**src/rtl/muldiv_unit_pkg.sv**
```systemverilog
// Shared types and constants for the multiply/divide engine: operation
// codes, data widths and the operand magnitude helper.
package muldiv_unit_pkg;

    localparam int DATA_W   = 32;
    localparam int DIV_ITER = 32;
    localparam int CNT_W    = 5;

    typedef enum logic [1:0] {
        MD_OP_MULT  = 2'd0,
        MD_OP_MULTU = 2'd1,
        MD_OP_DIV   = 2'd2,
        MD_OP_DIVU  = 2'd3
    } md_op_e;

    // Absolute value when the operand is treated as signed; raw value otherwise.
    function automatic logic [DATA_W-1:0] operand_mag(input logic [DATA_W-1:0] v,
                                                      input logic              is_signed);
        operand_mag = (is_signed && v[DATA_W-1]) ? (32'd0 - v) : v;
    endfunction

endpackage

```
**src/rtl/muldiv_unit_if.sv**
```systemverilog
// Request/result bundle between the execute stage and the multiply/divide engine.
interface muldiv_unit_if;
    import muldiv_unit_pkg::*;

    logic              flush;
    logic              start;
    logic [1:0]        md_op;
    logic [DATA_W-1:0] operand_1;
    logic [DATA_W-1:0] operand_2;
    logic              stall_req;
    logic              done;
    logic [DATA_W-1:0] hi;
    logic [DATA_W-1:0] lo;

    modport slave (
        input  flush, start, md_op, operand_1, operand_2,
        output stall_req, done, hi, lo
    );

    modport master (
        output flush, start, md_op, operand_1, operand_2,
        input  stall_req, done, hi, lo
    );

endinterface

```
**src/rtl/muldiv_unit_divider_core.sv**
```systemverilog
// Iterative radix-2 restoring divider on unsigned magnitudes. The step result is
// exposed combinationally so the final quotient is usable on the last iteration edge.
module divider_core
    import muldiv_unit_pkg::*;
(
    input  logic              clk,
    input  logic              rst,
    input  logic              abort_i,
    input  logic              start_i,
    input  logic [DATA_W-1:0] dividend_i,
    input  logic [DATA_W-1:0] divisor_i,
    output logic [DATA_W-1:0] quotient_o,
    output logic [DATA_W-1:0] remainder_o,
    output logic              valid_o
);

    logic              busy_q;
    logic [CNT_W-1:0]  cnt_q;
    logic [DATA_W-1:0] rem_q;
    logic [DATA_W-1:0] quo_q;
    logic [DATA_W-1:0] dvs_q;

    logic [DATA_W:0]   shifted_s;
    logic [DATA_W:0]   diff_s;
    logic [DATA_W-1:0] rem_d;
    logic [DATA_W-1:0] quo_d;

    // One shift-subtract step; bit 32 of the difference is the borrow.
    always_comb begin
        shifted_s = {rem_q, quo_q[DATA_W-1]};
        diff_s    = shifted_s - {1'b0, dvs_q};
        rem_d     = shifted_s[DATA_W-1:0];
        quo_d     = {quo_q[DATA_W-2:0], 1'b0};
        if (!diff_s[DATA_W]) begin
            rem_d = diff_s[DATA_W-1:0];
            quo_d = {quo_q[DATA_W-2:0], 1'b1};
        end else begin
            rem_d = shifted_s[DATA_W-1:0];
        end
    end

    assign quotient_o  = quo_d;
    assign remainder_o = rem_d;
    assign valid_o     = busy_q && (cnt_q == CNT_W'(DIV_ITER - 1));

    // Load, iterate and abort control for the partial remainder registers.
    always_ff @(posedge clk) begin
        if (rst) begin
            busy_q <= 1'b0;
            cnt_q  <= '0;
            rem_q  <= '0;
            quo_q  <= '0;
            dvs_q  <= '0;
        end else if (abort_i) begin
            busy_q <= 1'b0;
        end else if (start_i) begin
            busy_q <= 1'b1;
            cnt_q  <= '0;
            rem_q  <= '0;
            quo_q  <= dividend_i;
            dvs_q  <= divisor_i;
        end else if (busy_q) begin
            rem_q  <= rem_d;
            quo_q  <= quo_d;
            cnt_q  <= cnt_q + 5'd1;
            busy_q <= !valid_o;
        end else begin
            busy_q <= 1'b0;
        end
    end

endmodule

```
**src/rtl/muldiv_unit.sv**
```systemverilog
// Execute-stage MULT/MULTU/DIV/DIVU engine producing HI/LO, with a stall request
// that holds the issuing instruction until the result is committed.
module muldiv_unit
    import muldiv_unit_pkg::*;
(
    input  logic          clk,
    input  logic          rst,
    muldiv_unit_if.slave  md
);

    typedef enum logic [2:0] {
        S_IDLE  = 3'd0,
        S_MUL   = 3'd1,
        S_DIV   = 3'd2,
        S_DZERO = 3'd3,
        S_DONE  = 3'd4
    } state_e;

    state_e            state_q, state_d;
    md_op_e            op_q;
    logic [DATA_W-1:0] a_q, b_q;
    logic [DATA_W-1:0] hi_q, hi_d, lo_q, lo_d;
    logic              done_q, done_d;

    logic              issue_s;
    logic              in_signed_div_s;
    logic              div_start_s;
    logic [DATA_W-1:0] div_quo_s, div_rem_s, fix_quo_s, fix_rem_s;
    logic              div_valid_s;
    logic [2*DATA_W-1:0] ext_a_s, ext_b_s, prod_s;

    assign issue_s         = (state_q == S_IDLE) && md.start && !md.flush;
    assign in_signed_div_s = (md.md_op == MD_OP_DIV);
    assign div_start_s     = issue_s && md.md_op[1] && (md.operand_2 != 32'd0);

    divider_core u_div (
        .clk         (clk),
        .rst         (rst),
        .abort_i     (md.flush),
        .start_i     (div_start_s),
        .dividend_i  (operand_mag(md.operand_1, in_signed_div_s)),
        .divisor_i   (operand_mag(md.operand_2, in_signed_div_s)),
        .quotient_o  (div_quo_s),
        .remainder_o (div_rem_s),
        .valid_o     (div_valid_s)
    );

    // Low 64 bits of a two's-complement product are correct once operands are sign-extended.
    assign ext_a_s   = (op_q == MD_OP_MULT) ? {{DATA_W{a_q[DATA_W-1]}}, a_q} : {32'd0, a_q};
    assign ext_b_s   = (op_q == MD_OP_MULT) ? {{DATA_W{b_q[DATA_W-1]}}, b_q} : {32'd0, b_q};
    assign prod_s    = ext_a_s * ext_b_s;
    assign fix_quo_s = ((op_q == MD_OP_DIV) && (a_q[DATA_W-1] ^ b_q[DATA_W-1])) ? (32'd0 - div_quo_s) : div_quo_s;
    assign fix_rem_s = ((op_q == MD_OP_DIV) && a_q[DATA_W-1]) ? (32'd0 - div_rem_s) : div_rem_s;

    // Next-state and result commit; flush from any busy state drops the result.
    always_comb begin
        state_d = state_q;
        hi_d    = hi_q;
        lo_d    = lo_q;
        done_d  = 1'b0;
        case (state_q)
            S_IDLE: begin
                if (issue_s) begin
                    if (!md.md_op[1])                  state_d = S_MUL;
                    else if (md.operand_2 == 32'd0)    state_d = S_DZERO;
                    else                               state_d = S_DIV;
                end else begin
                    state_d = S_IDLE;
                end
            end
            S_MUL: begin
                if (md.flush) begin
                    state_d = S_IDLE;
                end else begin
                    state_d = S_DONE;
                    hi_d    = prod_s[2*DATA_W-1:DATA_W];
                    lo_d    = prod_s[DATA_W-1:0];
                    done_d  = 1'b1;
                end
            end
            S_DZERO: begin
                if (md.flush) begin
                    state_d = S_IDLE;
                end else begin
                    state_d = S_DONE;
                    hi_d    = a_q;
                    lo_d    = 32'hFFFF_FFFF;
                    done_d  = 1'b1;
                end
            end
            S_DIV: begin
                if (md.flush) begin
                    state_d = S_IDLE;
                end else if (div_valid_s) begin
                    state_d = S_DONE;
                    hi_d    = fix_rem_s;
                    lo_d    = fix_quo_s;
                    done_d  = 1'b1;
                end else begin
                    state_d = S_DIV;
                end
            end
            S_DONE:  state_d = S_IDLE;
            default: state_d = S_IDLE;
        endcase
    end

    // State, captured operands and registered results.
    always_ff @(posedge clk) begin
        if (rst) begin
            state_q <= S_IDLE;
            op_q    <= MD_OP_MULT;
            a_q     <= '0;
            b_q     <= '0;
            hi_q    <= '0;
            lo_q    <= '0;
            done_q  <= 1'b0;
        end else begin
            state_q <= state_d;
            hi_q    <= hi_d;
            lo_q    <= lo_d;
            done_q  <= done_d;
            if (issue_s) begin
                op_q <= md_op_e'(md.md_op);
                a_q  <= md.operand_1;
                b_q  <= md.operand_2;
            end
        end
    end

    assign md.stall_req = issue_s || (state_q == S_MUL) || (state_q == S_DIV) || (state_q == S_DZERO);
    assign md.done      = done_q;
    assign md.hi        = hi_q;
    assign md.lo        = lo_q;

endmodule

```
**src/flat_wrapper.sv**
```systemverilog
// flat-port wrapper written by rule: the top's interface ports become plain ports
module muldiv_unit_flat import muldiv_unit_pkg::*;
  (clk, rst, md_flush, md_start, md_md_op, md_operand_1, md_operand_2, md_stall_req, md_done, md_hi, md_lo);
  muldiv_unit_if md_i ();
  input  logic clk;
  input  logic rst;
  input wire logic [$bits(md_i.flush)-1:0] md_flush;
  input wire logic [$bits(md_i.start)-1:0] md_start;
  input wire logic [$bits(md_i.md_op)-1:0] md_md_op;
  input wire logic [$bits(md_i.operand_1)-1:0] md_operand_1;
  input wire logic [$bits(md_i.operand_2)-1:0] md_operand_2;
  output wire logic [$bits(md_i.stall_req)-1:0] md_stall_req;
  output wire logic [$bits(md_i.done)-1:0] md_done;
  output wire logic [$bits(md_i.hi)-1:0] md_hi;
  output wire logic [$bits(md_i.lo)-1:0] md_lo;
  assign md_i.flush = md_flush;
  assign md_i.start = md_start;
  assign md_i.md_op = md_md_op;
  assign md_i.operand_1 = md_operand_1;
  assign md_i.operand_2 = md_operand_2;
  assign md_stall_req = md_i.stall_req;
  assign md_done = md_i.done;
  assign md_hi = md_i.hi;
  assign md_lo = md_i.lo;
  muldiv_unit u_core (.clk(clk), .rst(rst), .md(md_i));
endmodule
```
**config.mk**
```make
export PLATFORM = sky130hd
export DESIGN_NAME = muldiv_unit_flat
export DESIGN_NICKNAME = d
export VERILOG_FILES = /design/src/rtl/muldiv_unit_pkg.sv /design/src/rtl/muldiv_unit_if.sv /design/src/rtl/muldiv_unit_divider_core.sv /design/src/rtl/muldiv_unit.sv /design/src/flat_wrapper.sv
export SDC_FILE = /design/constraint.sdc
export NUM_CORES = 2
export LEC_CHECK = 0
export ABC_AREA = 0
export ABC_CLOCK_PERIOD_IN_PS = 21500
export BUFFER_PORTS_ARGS = -buffer_cell sky130_fd_sc_hd__buf_2
export CAP_MARGIN = 20
export CORE_AREA = 3 3 338 340
export CTS_BUF_LIST = sky130_fd_sc_hd__clkbuf_8
export DETAILED_ROUTE_END_ITERATION = 10
export DIE_AREA = 0 0 341 343
export PLACE_DENSITY = 0.81
export SLEW_MARGIN = 25
export SYNTH_ARGS = -nofsm -noshare
export SYNTH_HDL_FRONTEND = slang
export SYNTH_SLANG_ARGS = --single-unit
export TNS_END_PERCENT = 20
```
**constraint.sdc**
```tcl
create_clock -name clk -period 21.5 [get_ports clk]
set_input_delay 6.45 -clock clk [delete_from_list [all_inputs] [get_ports clk]]
set_output_delay 6.45 -clock clk [all_outputs]
set_load 0.01 [all_outputs]
```
==> flow_summary.yaml <==
power:
  power_mw: 1.98
  pwr-share-comb_pct: 52.6
  p_sw_share_pct: 46.1
  p_leak_nw: 32.9
  p_switching_mw: 0.911
  seqPwrFrac_pct: 23.7
  p_per_area_nw_per_um2: 30.5
  peakVddDrop_v: 0.0000381
  p_int_mw: 1.07
  p_clk_share_pct: 23.7
hold_path:
  hold_class: "flop to flop"
critical_path:
  crit_path_end_kind: "output pin"
  cp_max_fo: 31
  cp.arrival_ns: 8.01
  slowest_stage: "nand3_2"
  crit_path_start_kind: "input port"
  cp_common_cell: "buf_2"
  crit_type: "input port to output pin"
  crit_required_ns: 15.05
  slowest_delay_ns: 0.68
  path_cells: "buf_2 > nor2_1 > nand3_2 > o21ai_0 > buf_2"
sta:
  worstMarginPinSlew_ns: 1.11
  slew_violations: 0
  setup_ws_ns: 7.04
  fin_setup_tns_ns: 0
  rsz0062_at_grt: "false"
  fin_crit_sh_pct: 67.3
  hold_violations: 0
  fmax_mhz: 69.1
  final-setup-viol-count: 0
  finalCriticalPeriod_ns: 14.46
  max-slew-margin-rel_pct: 25.3
  fin_skew_ns: 0.0375
synthesis:
  synth-seq-area-share_pct: 7.60
  synth_cell_types: 102
  syn_nets: 8860
  synth_area_um2: 62100
  synthCells: 7023
  yosysWarnings: 0
  avgSynthCellArea_um2: 8.85
  async_flop_share_pct: 0
  yosys_most_used_dff: "dfxtp_1"
  ys_ff_latch: 236
  synth-edff-count: 0
cells_and_area:
  fill_cells: 9603
  ff_latch_area_um2: 4730
  drive_above_1_share_pct: 4.93
  mostFrequentLayoutCells: "inv_1 (1,592), fa_1 (1,424), nand2_1 (932)"
  multi_input_area_um2: 50000
  layout_commonest_cell: "inv_1"
  final_nets: 8749
  stdcell_area_um2: 64800
  layout-area-overhead-vs-synth_pct: 4.29
clock_tree:
  cts_sinks: 236
  ctsHoldBuffers: 0
  cts_setup_buffers: 0
  cts_made_buffers: 43
  clkTransAtPathRegs_ns: 0.06
  cts_max_level: 2
  clock_latency_ns: 0.61
  clockBufferDepth: 3
  cts_tree: "done"
  clockRootBuffer: "clkbuf_8"
  ctsResizeCount: 0
floorplan:
  core_um2: 112000
  fp.dieH_um: 343
  die_w_um: 341
  io_pins: 136
  initial_core_util_pct: 55.5
  dieArea_um2: 117000
  rows: 123
job:
  drv_cap: 0
routing:
  drc: 0
  wl_per_cell_um: 21.3
  dr.pass1.iters: 6
  initialDrtViolationCount: 4292
  ant_nets: 0
  totalWireLength_mm: 180
  vias: 48800
  via_per_inst: 5.77
grt:
  antenna_found_initial: 15
  grt.total_usage_pct: 31.6
  grt_pass1_vias: 52200
  grt_start_max_net_pins: 97
  grt_pass1_wl_mm: 288
  overflow: 0
run_status:
  status: "completed"
place:
  gp_congestion: 0.991
  pre_cts_slack_ns: 7.04
  placed_area_um2: 63900
  io_buffers: 135
  dp_hpwl_mm: 146
[flip-flops by register name, indices dropped and copies added, names as in the netlist]
signal,count
u_core.a_q,32
u_core.b_q,32
u_core.md.done,1
u_core.md.hi,32
u_core.md.lo,32
u_core.op_q,2
u_core.state_q,3
u_core.u_div.busy_q,1
u_core.u_div.cnt_q,5
u_core.u_div.dvs_q,32
u_core.u_div.quo_q,32
u_core.u_div.rem_q,32
[power by group through the flow]
stage                     Combinational [mW]  Sequential [mW]  Clock, mW
final                                   1.04            0.469      0.468
after global routing                    1.13            0.470      0.488
after CTS                               1.02            0.468      0.468
after detailed placement                1.01            0.478          0
after global placement                 0.990            0.477          0
after floorplan                        0.701            0.469          0
[metal layers]
metal | part of all wire [%] | global-route usage (%) | vias up
met5 | 0.022 | 0 | -
met4 | 6.7 | 17.6 | 6
met1 | 37 | 39.9 | 24500
met3 | 9.7 | 5.67 | 652
li1 | - | - | 20900
met2 | 47 | 51.5 | 2619
[synthesized netlist by cell type (34+ instances only)]
master / count / area, um^2
a211oi_1: 61 / 458
a21o_1: 51 / 383
a21oi_1: 308 / 1540
and2_1: 519 / 3250
and3_1: 34 / 213
clkbuf_1: 343 / 1290
dfxtp_1: 236 / 4720
fa_1: 1424 / 28500
ha_1: 343 / 4290
inv_1: 1580 / 5930
nand2_1: 933 / 3500
nand3_1: 49 / 245
nor2_1: 210 / 788
nor3_1: 72 / 360
o211ai_1: 42 / 315
o21ai_0: 116 / 581
xnor2_1: 148 / 1300
xor2_1: 101 / 885
[worst paths after layout]
check | from | slack [ns] | depth (start not counted) | to
setup / recovery | md_flush | 7.04 | 5 | md_stall_req
hold reg to reg | u_core.b_q[22] | 0.45 | 2 | u_core.b_q[22]
setup reg to reg | u_core.op_q[1] | 10.38 | 35 | u_core.md.hi[31]
hold / removal | u_core.b_q[22] | 0.45 | 2 | u_core.b_q[22]
[through the flow]
stage          util, %  instances  hold slack, ns
6_report          57.9       8451           0.452
2_1_floorplan        -       7023           0.432
3_3_place_gp      57.1       8367           0.440
4_1_cts           57.9       8442           0.452
3_5_place_dp      57.1       8367           0.444
5_1_grt           57.9       8448           0.474
[final cells by class]
type | instances | area share [%]
Multi-Input combinational cell | 4824 | 77.1
Clock inverter | 22 | 0.276
Tap cell | 1500 | 2.90
Sequential cell | 236 | 7.30
Antenna cell | 9 | 0.0347
Timing Repair Buffer | 226 | 2.11
Clock buffer | 53 | 1.13
Inverter | 1581 | 9.16
[kinds of logic after synthesis]
logic type	count (synthesis)	synth area share, %
buffers and inverters	1963	12.1
AND/OR/NAND/NOR	1959	15.0
adder cells (fa/ha/maj)	1770	52.8
AO/OA/AOI/OAI	820	8.53
XOR/XNOR	249	3.51
flip-flops	236	7.60
multiplexers	26	0.423
[critical path: cells and delay by family]
kind                   cells  cell delay [ns]
buffers and inverters      2             0.30
and+or+nand+nor            2             0.98
AOI/OAI and AO/OA          1             0.27
Power figures use the tool's default switching activity.
